--- config.mk ---
export PLATFORM = sky130hd
export DESIGN_NAME = pipelined_control_unit
export DESIGN_NICKNAME = d
export VERILOG_FILES = /design/src/rtl/pipelined_control_unit.sv
export SDC_FILE = /design/constraint.sdc
export NUM_CORES = 1
export LEC_CHECK = 0
export CAP_MARGIN = 30
export CORE_MARGIN = 8
export CORE_UTILIZATION = 36
export DETAILED_ROUTE_END_ITERATION = 10
export PLACE_DENSITY_LB_ADDON = 0.2
export SYNTH_ARGS = -nofsm -noshare
export SYNTH_HDL_FRONTEND = slang
export SYNTH_SLANG_ARGS = --single-unit
--- constraint.sdc ---
create_clock -name i_clk -period 1.9 [get_ports i_clk]
set_clock_uncertainty 0.1 [all_clocks]
set_input_delay 0.285 -clock i_clk [delete_from_list [all_inputs] [get_ports i_clk]]
set_output_delay 0.285 -clock i_clk [all_outputs]
set_load 0.02 [all_outputs]
--- src/rtl/pipelined_control_unit.sv ---
// pipelined_control_unit: MIPS ID-stage decoder. It carries the control bundle
// through the ID/EX, EX/MEM and MEM/WB registers, inserts bubbles on stall or
// flush, and flags illegal instructions.
// Optional feature macro: MD_UNIT_EN enables multi-cycle MULT/DIV busy
// tracking and the MFHI/MFLO interlock. When the macro is undefined, those
// opcodes decode as illegal.
module pipelined_control_unit #(
    parameter int ALU_OP_W   = 4,
    parameter int NPC_OP_W   = 2,
    parameter int MD_LATENCY = 4
) (
    input  logic                i_clk,
    input  logic                i_rst,
    input  logic [5:0]          i_opcode,
    input  logic [5:0]          i_func,
    input  logic                i_isRsRtEq,
    input  logic                i_stallD,
    input  logic                i_flushE,
    output logic [NPC_OP_W-1:0] o_npcOpD,
    output logic [ALU_OP_W-1:0] o_aluOpE,
    output logic                o_aluSrc2E,
    output logic                o_regDstE,
    output logic                o_regWeE,
    output logic                o_regWeM,
    output logic                o_regWeW,
    output logic                o_memToRegE,
    output logic                o_memToRegM,
    output logic                o_memToRegW,
    output logic                o_memWeM,
    output logic                o_illegalE,
    output logic                o_mdBusy,
    output logic                o_stallReq
);

    localparam logic [ALU_OP_W-1:0] ALU_ADD = ALU_OP_W'(0);
    localparam logic [ALU_OP_W-1:0] ALU_SUB = ALU_OP_W'(1);
    localparam logic [ALU_OP_W-1:0] ALU_AND = ALU_OP_W'(2);
    localparam logic [ALU_OP_W-1:0] ALU_OR  = ALU_OP_W'(3);
    localparam logic [ALU_OP_W-1:0] ALU_SLT = ALU_OP_W'(4);

    localparam logic [5:0] OP_RTYPE = 6'b000000;
    localparam logic [5:0] OP_ADDI  = 6'b001000;
    localparam logic [5:0] OP_LW    = 6'b100011;
    localparam logic [5:0] OP_SW    = 6'b101011;
    localparam logic [5:0] OP_BEQ   = 6'b000100;
    localparam logic [5:0] OP_J     = 6'b000010;

    // Control bundle carried into EX. md marks a MULT/DIV that occupies the unit.
    typedef struct packed {
        logic [ALU_OP_W-1:0] aluOp;
        logic                aluSrc2;
        logic                regDst;
        logic                regWe;
        logic                memToReg;
        logic                memWe;
        logic                illegal;
        logic                md;
    } ctrl_t;

    ctrl_t w_dec;
    ctrl_t r_E;
    logic  w_isMdOp;    // ID holds MULT/DIV
    logic  w_isMf;      // ID holds MFHI/MFLO
    logic  w_bubbleE;
    logic  r_regWeM, r_memToRegM, r_memWeM;
    logic  r_regWeW, r_memToRegW;

    // ID decode: control bundle plus the combinational next-PC select.
    always_comb begin
        w_dec    = '0;
        o_npcOpD = '0;
        w_isMdOp = 1'b0;
        w_isMf   = 1'b0;
        case (i_opcode)
            OP_RTYPE: begin
                w_dec.regWe  = 1'b1;
                w_dec.regDst = 1'b1;
                case (i_func)
                    6'b100000: w_dec.aluOp = ALU_ADD;
                    6'b100010: w_dec.aluOp = ALU_SUB;
                    6'b100100: w_dec.aluOp = ALU_AND;
                    6'b100101: w_dec.aluOp = ALU_OR;
                    6'b101010: w_dec.aluOp = ALU_SLT;
`ifdef MD_UNIT_EN
                    // MULT/DIV write HI/LO inside the unit, so there is no regfile write.
                    6'b011000, 6'b011010: begin
                        w_dec.regWe  = 1'b0;
                        w_dec.regDst = 1'b0;
                        w_dec.md     = 1'b1;
                        w_isMdOp     = 1'b1;
                    end
                    6'b010000, 6'b010010: w_isMf = 1'b1;
`endif
                    default: begin
                        w_dec.regWe   = 1'b0;
                        w_dec.regDst  = 1'b0;
                        w_dec.illegal = 1'b1;
                    end
                endcase
            end
            OP_ADDI: begin
                w_dec.aluSrc2 = 1'b1;
                w_dec.regWe   = 1'b1;
            end
            OP_LW: begin
                w_dec.aluSrc2  = 1'b1;
                w_dec.regWe    = 1'b1;
                w_dec.memToReg = 1'b1;
            end
            OP_SW: begin
                w_dec.aluSrc2 = 1'b1;
                w_dec.memWe   = 1'b1;
            end
            OP_BEQ:  o_npcOpD = i_isRsRtEq ? NPC_OP_W'(1) : NPC_OP_W'(0);
            OP_J:    o_npcOpD = NPC_OP_W'(2);
            default: w_dec.illegal = 1'b1;
        endcase
    end

    // A stall request from the MD interlock has the same effect as the hazard unit's stall.
    assign w_bubbleE = i_stallD | i_flushE | o_stallReq;

    // ID/EX register: a bubble is an all-zero bundle.
    always_ff @(posedge i_clk) begin
        if (i_rst || w_bubbleE) r_E <= '0;
        else                    r_E <= w_dec;
    end

    // EX/MEM and MEM/WB always advance, even while ID is stalled.
    always_ff @(posedge i_clk) begin
        if (i_rst) begin
            r_regWeM    <= 1'b0;
            r_memToRegM <= 1'b0;
            r_memWeM    <= 1'b0;
            r_regWeW    <= 1'b0;
            r_memToRegW <= 1'b0;
        end else begin
            r_regWeM    <= r_E.regWe;
            r_memToRegM <= r_E.memToReg;
            r_memWeM    <= r_E.memWe;
            r_regWeW    <= r_regWeM;
            r_memToRegW <= r_memToRegM;
        end
    end

`ifdef MD_UNIT_EN
    localparam int CNT_W = $clog2(MD_LATENCY);

    logic             r_mdBusy;
    logic [CNT_W-1:0] r_mdCnt;
    logic             w_mdStart;

    // The unit starts only when a MULT/DIV actually enters EX.
    assign w_mdStart = w_dec.md & ~w_bubbleE;

    // Occupancy counter. Busy lasts MD_LATENCY cycles, including the cycle where the count is 0.
    // A start on the expiry cycle takes priority.
    always_ff @(posedge i_clk) begin
        if (i_rst) begin
            r_mdBusy <= 1'b0;
            r_mdCnt  <= '0;
        end else if (w_mdStart) begin
            r_mdBusy <= 1'b1;
            r_mdCnt  <= CNT_W'(MD_LATENCY - 1);
        end else if (r_mdBusy) begin
            if (r_mdCnt == '0) r_mdBusy <= 1'b0;
            else               r_mdCnt  <= r_mdCnt - 1'b1;
        end
    end

    assign o_mdBusy   = r_mdBusy;
    assign o_stallReq = ((w_isMdOp | w_isMf) & r_mdBusy) | (w_isMf & r_E.md);

    logic w_unused_md;
    assign w_unused_md = r_E.md;
`else
    assign o_mdBusy   = 1'b0;
    assign o_stallReq = 1'b0;

    // Without the unit, these signals stay constant at 0.
    logic w_unused_md;
    assign w_unused_md = r_E.md ^ w_isMdOp ^ w_isMf ^ MD_LATENCY[0];
`endif

    assign o_aluOpE    = r_E.aluOp;
    assign o_aluSrc2E  = r_E.aluSrc2;
    assign o_regDstE   = r_E.regDst;
    assign o_regWeE    = r_E.regWe;
    assign o_memToRegE = r_E.memToReg;
    assign o_illegalE  = r_E.illegal;
    assign o_regWeM    = r_regWeM;
    assign o_memToRegM = r_memToRegM;
    assign o_memWeM    = r_memWeM;
    assign o_regWeW    = r_regWeW;
    assign o_memToRegW = r_memToRegW;

endmodule

==> impl_metrics.yaml, run 1 <==
run_status:
  status: "completed"
finish:
  multiInputGateArea_um2: 297
  largest_register_ffs: 3
  final-seq-area_um2: 280
  fill_cells: 145
  areaGrowthSynthToFinish_pct: 69.1
  diodes: 0
  instances_no_fill: 121
  final_util_pct: 62.3
  layout-drive-gt1-share_pct: 24.0
  nets: 122
  fin_area_um2: 1030
place:
  portBuffers: 31
  post-place-ws_ps: -632
  place_congestion: 0.724
  placed_cells: 117
  place_hpwl_mm: 1.27
  placed_area_um2: 985
die:
  fp.dieArea_um2: 3260
  die_w_um: 57.1
  core_um2: 1650
  pin_count: 35
  die-height_um: 57.1
  num_rows: 15
  initial_core_util_pct: 36.8
grt:
  gr-usage-all-layers_pct: 9.06
  grt_pass1_wl_mm: 2.44
  overflow: 0
  grt_pass1_vias: 587
  grt_max_degree: 9
  antenna_found_initial: 0
clock_tree:
  cts_max_level: 1
  clk_latency_ps: 270
  clkSinkCount: 14
  cts_tree: "done"
  numCtsBuffers: 3
  cts_root_buf: "clkbuf_4"
  clockBufferDepth: 2
  post_cts.repair.setup_buffers: 0
  clk_pin_slew_ps: 90
sta:
  max_freq_mhz: 546
  report.final.slew_viol_count: 0
  setup_viol: 0
  fin_crit_ps: 1830
  hold_ws_ps: 346
  hold_violations: 0
  fin_crit_sh_pct: 96.4
  rsz0062_at_grt: "no"
  layout_setup_ws_ps: 68.1
yosys:
  yosys.area.top_type: "dfxtp_1"
  syn_avg_cell_area_um2: 9.81
  synth_top_family_by_area: "simple AND/OR/NAND/NOR gates"
  ys_types: 22
  synth_edf_count: 0
  synth_xor_area_share_pct: 0
  synthMostInstantiatedCell: "dfxtp_1"
  ys_top_cells_by_area: "dfxtp_1, buf_4, nor2b_1, nor4b_2, a21oi_1"
  synth_top_cell_area_share_pct: 46.1
  postSynth.asyncResetShare_pct: 0
  synth_common_cells: "dfxtp_1, nor2b_1, buf_4"
  synth_compound_area_share_pct: 7.20
  synthCells: 62
  synth_simple_gate_area_share_pct: 34.8
  synth_area_um2: 608
  yosys_warnings: 0
  yosys_most_used_dff: "dfxtp_1"
  ys_ff_latch: 14
  synth_mux_area_share_pct: 1.65
  synth-seq-area-share_pct: 46.1
  synth_fa_ha_area_share_pct: 1.65
critical_path:
  path_cells: "dlygate4sd2_1 -> or4_4 -> nor3b_2 -> buf_4"
  worstPathRequired_ps: 1510
  critPathBufInv: 2
  crit_arrival_ps: 1450
  crit_type: "in2out"
  worstPathMaxFanout: 2
  slowest_delay_ps: 540
  r2r_cells: 1
  worstSetupStartpointType: "input pin"
  endpoint_kind: "primary output"
  worst-r2r-setup-slack_ps: 1270
  r2r-end: "o_regWeW"
  cp_top_family: "simple AND/OR/NAND/NOR gates"
  worstReg2RegStart: "o_regWeM"
  worst_path_max_delay_cell: "or4_4"
pwr:
  p_per_area_nw_per_um2: 584
  vdd_drop_max_v: 0.000274
  p_leak_nw: 0.401
flow_run:
  max-cap-violations: 0
drt:
  vias: 565
  ant_nets: 0
  wire_per_inst_um: 12.1
  vias_per_cell: 4.67
  drtIter0Drc: 4
  dr.pass1.iters: 4
  drc: 0
  wl_mm: 1.46
hold_path:
  worstHoldStart: "r_E[2]"
  min_path_cells: 1
  hold_class: "reg2reg"
  worstHoldEndpoint: "o_memWeM"
## repair_timing
action	CTS	global route
endpoints found under the setup margin	2	2
gates cloned	0	0
pin swaps	2	1
resized for setup	13	2
hold buffers	0	0
## stage by stage
step | setup TNS [ps] | power [mW]
floorplan | 0 | 0.334
finish | 0 | 0.600
detailed placement | -1880 | 0.396
global placement | -1660 | 0.394
CTS | 0 | 0.606
global route | 0 | 0.626
## final cells by class
| type | count | share of cell area [%] |
|---|---|---|
| Multi-Input combinational cell | 43 | 28.8 |
| Sequential cell | 14 | 27.3 |
| Timing Repair Buffer | 42 | 38.0 |
| Inverter | 1 | 0.365 |
| Clock buffer | 4 | 3.53 |
| Tap cell | 17 | 2.07 |
## kinds of logic after synthesis
group | after synthesis
buffers and inverters | 7
multiplexers | 1
AND/OR/NAND/NOR | 31
adder cells (fa/ha/maj) | 1
AO/OA/AOI/OAI | 7
other | 1
flip-flops | 14
## how the worst max path moves through the flow
stage | from | endpoint | slack, ps | cells past startpoint
3_5_place_dp | i_opcode[3] | o_npcOpD[1] | -630 | 4
3_3_place_gp | i_opcode[3] | o_npcOpD[1] | -560 | 4
2_1_floorplan | i_opcode[3] | o_npcOpD[1] | 130 | 2
5_1_grt | i_opcode[3] | o_npcOpD[1] | 40 | 4
6_report | i_opcode[3] | o_npcOpD[1] | 70 | 4
4_1_cts | i_opcode[2] | o_npcOpD[1] | 20 | 4
## cell usage in the layout (no fill, tap or decap), drive strengths merged, types with 4 or more instances in the layout
cell	instances
nor2	4
buf	12
nor3	5
clkdlybuf4s50	25
nor2b	7
dfxtp	14
a21oi	5
clkbuf	4
## layer usage
layer / up-vias / part of all wire (%) / global-route usage [%]
met5: - / 0 / 0
met3: 2 / 8.9 / 2.88
met2: 25 / 49 / 16.1
met1: 245 / 41 / 9.00
li1: 293 / - / -
met4: 0 / 0.96 / 5.03
## power breakdown
part | total (mW) | switching [mW] | internal [mW]
clock | 0.213 | 0.0969 | 0.116
combinational | 0.0922 | 0.0390 | 0.0533
sequential | 0.295 | 0.000301 | 0.294
No activity file was read; power rests on OpenSTA's default activity.
==> inputs of run 2 (changes only) <==
PLACE_DENSITY = 0.85   (was unset)
PLACE_DENSITY_LB_ADDON = unset   (was 0.2)
==> run 2 against run 1 <==
  * Die area stayed put
  * Critical path type unchanged
  * Via count increased by 0.18%
  * First-iteration DRC count rose to 3.0 times the previous value
  * Combinational power about the same
  * Clock power fell by 3%
  * Sequential power is essentially flat
  * Flip-flop and latch count did not move
  * Setup slack improved by 1.0 ps
  * Wire length increased by 4.0%
  * Total power is 1.0% lower
==> impl_metrics.yaml, run 2 (synthesis results as in run 1) <==
run_status:
  status: "completed"
grt:
  grt_pass1_vias: 569
  antenna_found_initial: 0
  gr-usage-all-layers_pct: 9.33
  overflow: 0
  grt_max_degree: 9
  grt_pass1_wl_mm: 2.45
finish:
  diodes: 0
  areaGrowthSynthToFinish_pct: 67.1
  final_common_cell: "clkdlybuf4s50_1"
  instances_no_fill: 120
  layout-drive-gt1-share_pct: 22.3
  largest_register_ffs: 3
  nets: 121
  fin_area_um2: 1020
  final_cell_mix: "clkdlybuf4s50_1, dfxtp_1, buf_4"
critical_path:
  worstPathRequired_ps: 1510
  worstSetupStartpointType: "input pin"
  r2r_cells: 1
  slowest_delay_ps: 540
  worst-r2r-setup-slack_ps: 1270
  path_cells: "dlygate4sd2_1 -> or4_4 -> nor3b_2 -> buf_4"
  worst_path_max_delay_cell: "or4_4"
  startpoint: "i_opcode[4]"
  endpoint_kind: "primary output"
  worstPathMaxFanout: 2
  crit_arrival_ps: 1450
  r2r-end: "o_memToRegM"
  crit_type: "in2out"
  endpoint: "o_npcOpD[1]"
  worstReg2RegStart: "o_memToRegE"
drt:
  wire_per_inst_um: 12.7
  ant_nets: 0
  wl_mm: 1.52
  drc: 0
  vias_per_cell: 4.72
  drtIter0Drc: 12
  vias: 566
  dr.pass1.iters: 4
die:
  pin_count: 35
  fp.dieArea_um2: 3260
  num_rows: 15
  initial_core_util_pct: 36.8
  die-height_um: 57.1
  die_w_um: 57.1
  core_um2: 1650
sta:
  fin_crit_ps: 1830
  fin_crit_sh_pct: 96.4
  setup_viol: 0
  rsz0062_at_grt: "no"
  hold_violations: 0
  report.final.slew_viol_count: 0
  layout_setup_ws_ps: 69.1
  max_freq_mhz: 546
clock_tree:
  post_cts.repair.setup_buffers: 0
  clockBufferDepth: 2
  cts_root_buf: "clkbuf_4"
  clkSinkCount: 14
  hold_buffers: 0
  cts_max_level: 1
  clk_latency_ps: 270
  cts_tree: "done"
  numCtsBuffers: 3
  clk_pin_slew_ps: 80
place:
  portBuffers: 31
  place_congestion: 0.775
  placed_cells: 116
  place_hpwl_mm: 1.24
  post-place-ws_ps: -583
  placed_area_um2: 977
pwr:
  p_leak_nw: 0.395
  vdd_drop_max_v: 0.000236
  power_mw: 0.594
  p_per_area_nw_per_um2: 585
hold_path:
  min_path_cells: 1
  hold_class: "reg2reg"
flow_run:
  max-cap-violations: 0
## run 2: worst min-delay path by stage
stage / end / from
3_3_place_gp: o_memWeM / r_E[2]
4_1_cts: o_memWeM / r_E[2]
5_1_grt: o_memWeM / r_E[2]
2_1_floorplan: o_aluOpE[1] / i_func[3]
3_5_place_dp: o_memWeM / r_E[2]
6_report: o_memWeM / r_E[2]
## run 2: final cells by class
class                   count  area (µm²)
clock buffers               4        36.3
fillers                   149         636
inverters                   1        3.75
multi-input cells          43         292
flip-flops and latches     14         280
well taps                  17        21.3
repair buffers             41         383
## run 2: metrics by stage
| stage | hold WS, ps | util, % | setup TNS (ps) |
|---|---|---|---|
| 2_1_floorplan | 256 | - | 0 |
| 3_3_place_gp | 317 | 59.2 | -1560 |
| 3_5_place_dp | 332 | 59.2 | -1620 |
| 4_1_cts | 344 | 61.4 | 0 |
| 5_1_grt | 364 | 61.5 | 0 |
| 6_report | 340 | 61.5 | 0 |
## run 2: per-layer routing
layer  up-vias  global-route usage, %  routed length [µm]
met5         -                      0                   0
met2        24                   16.0                 770
li1        289                      -                   -
met3         2                   3.77                 119
met1       251                   9.13                 612
met4         0                   5.70                  17
## run 2: repair_timing
action / in CTS / in global routing
gates resized for setup: 13 / 1
endpoints found under the setup margin: 2 / 1
pin swaps: 2 / 1
hold endpoints to repair: 0 / 0
## run 2: where the power goes
group | switching (mW) | total (mW) | internal, mW
Clock | 0.0911 | 0.207 | 0.116
Sequential | 0.000310 | 0.295 | 0.294
Combinational | 0.0392 | 0.0920 | 0.0528
## run 2: worst max-delay path: cells and delay by family
family                 cells  cell delay, ps
AND/OR/NAND/NOR            2             750
buffers and inverters      2             410
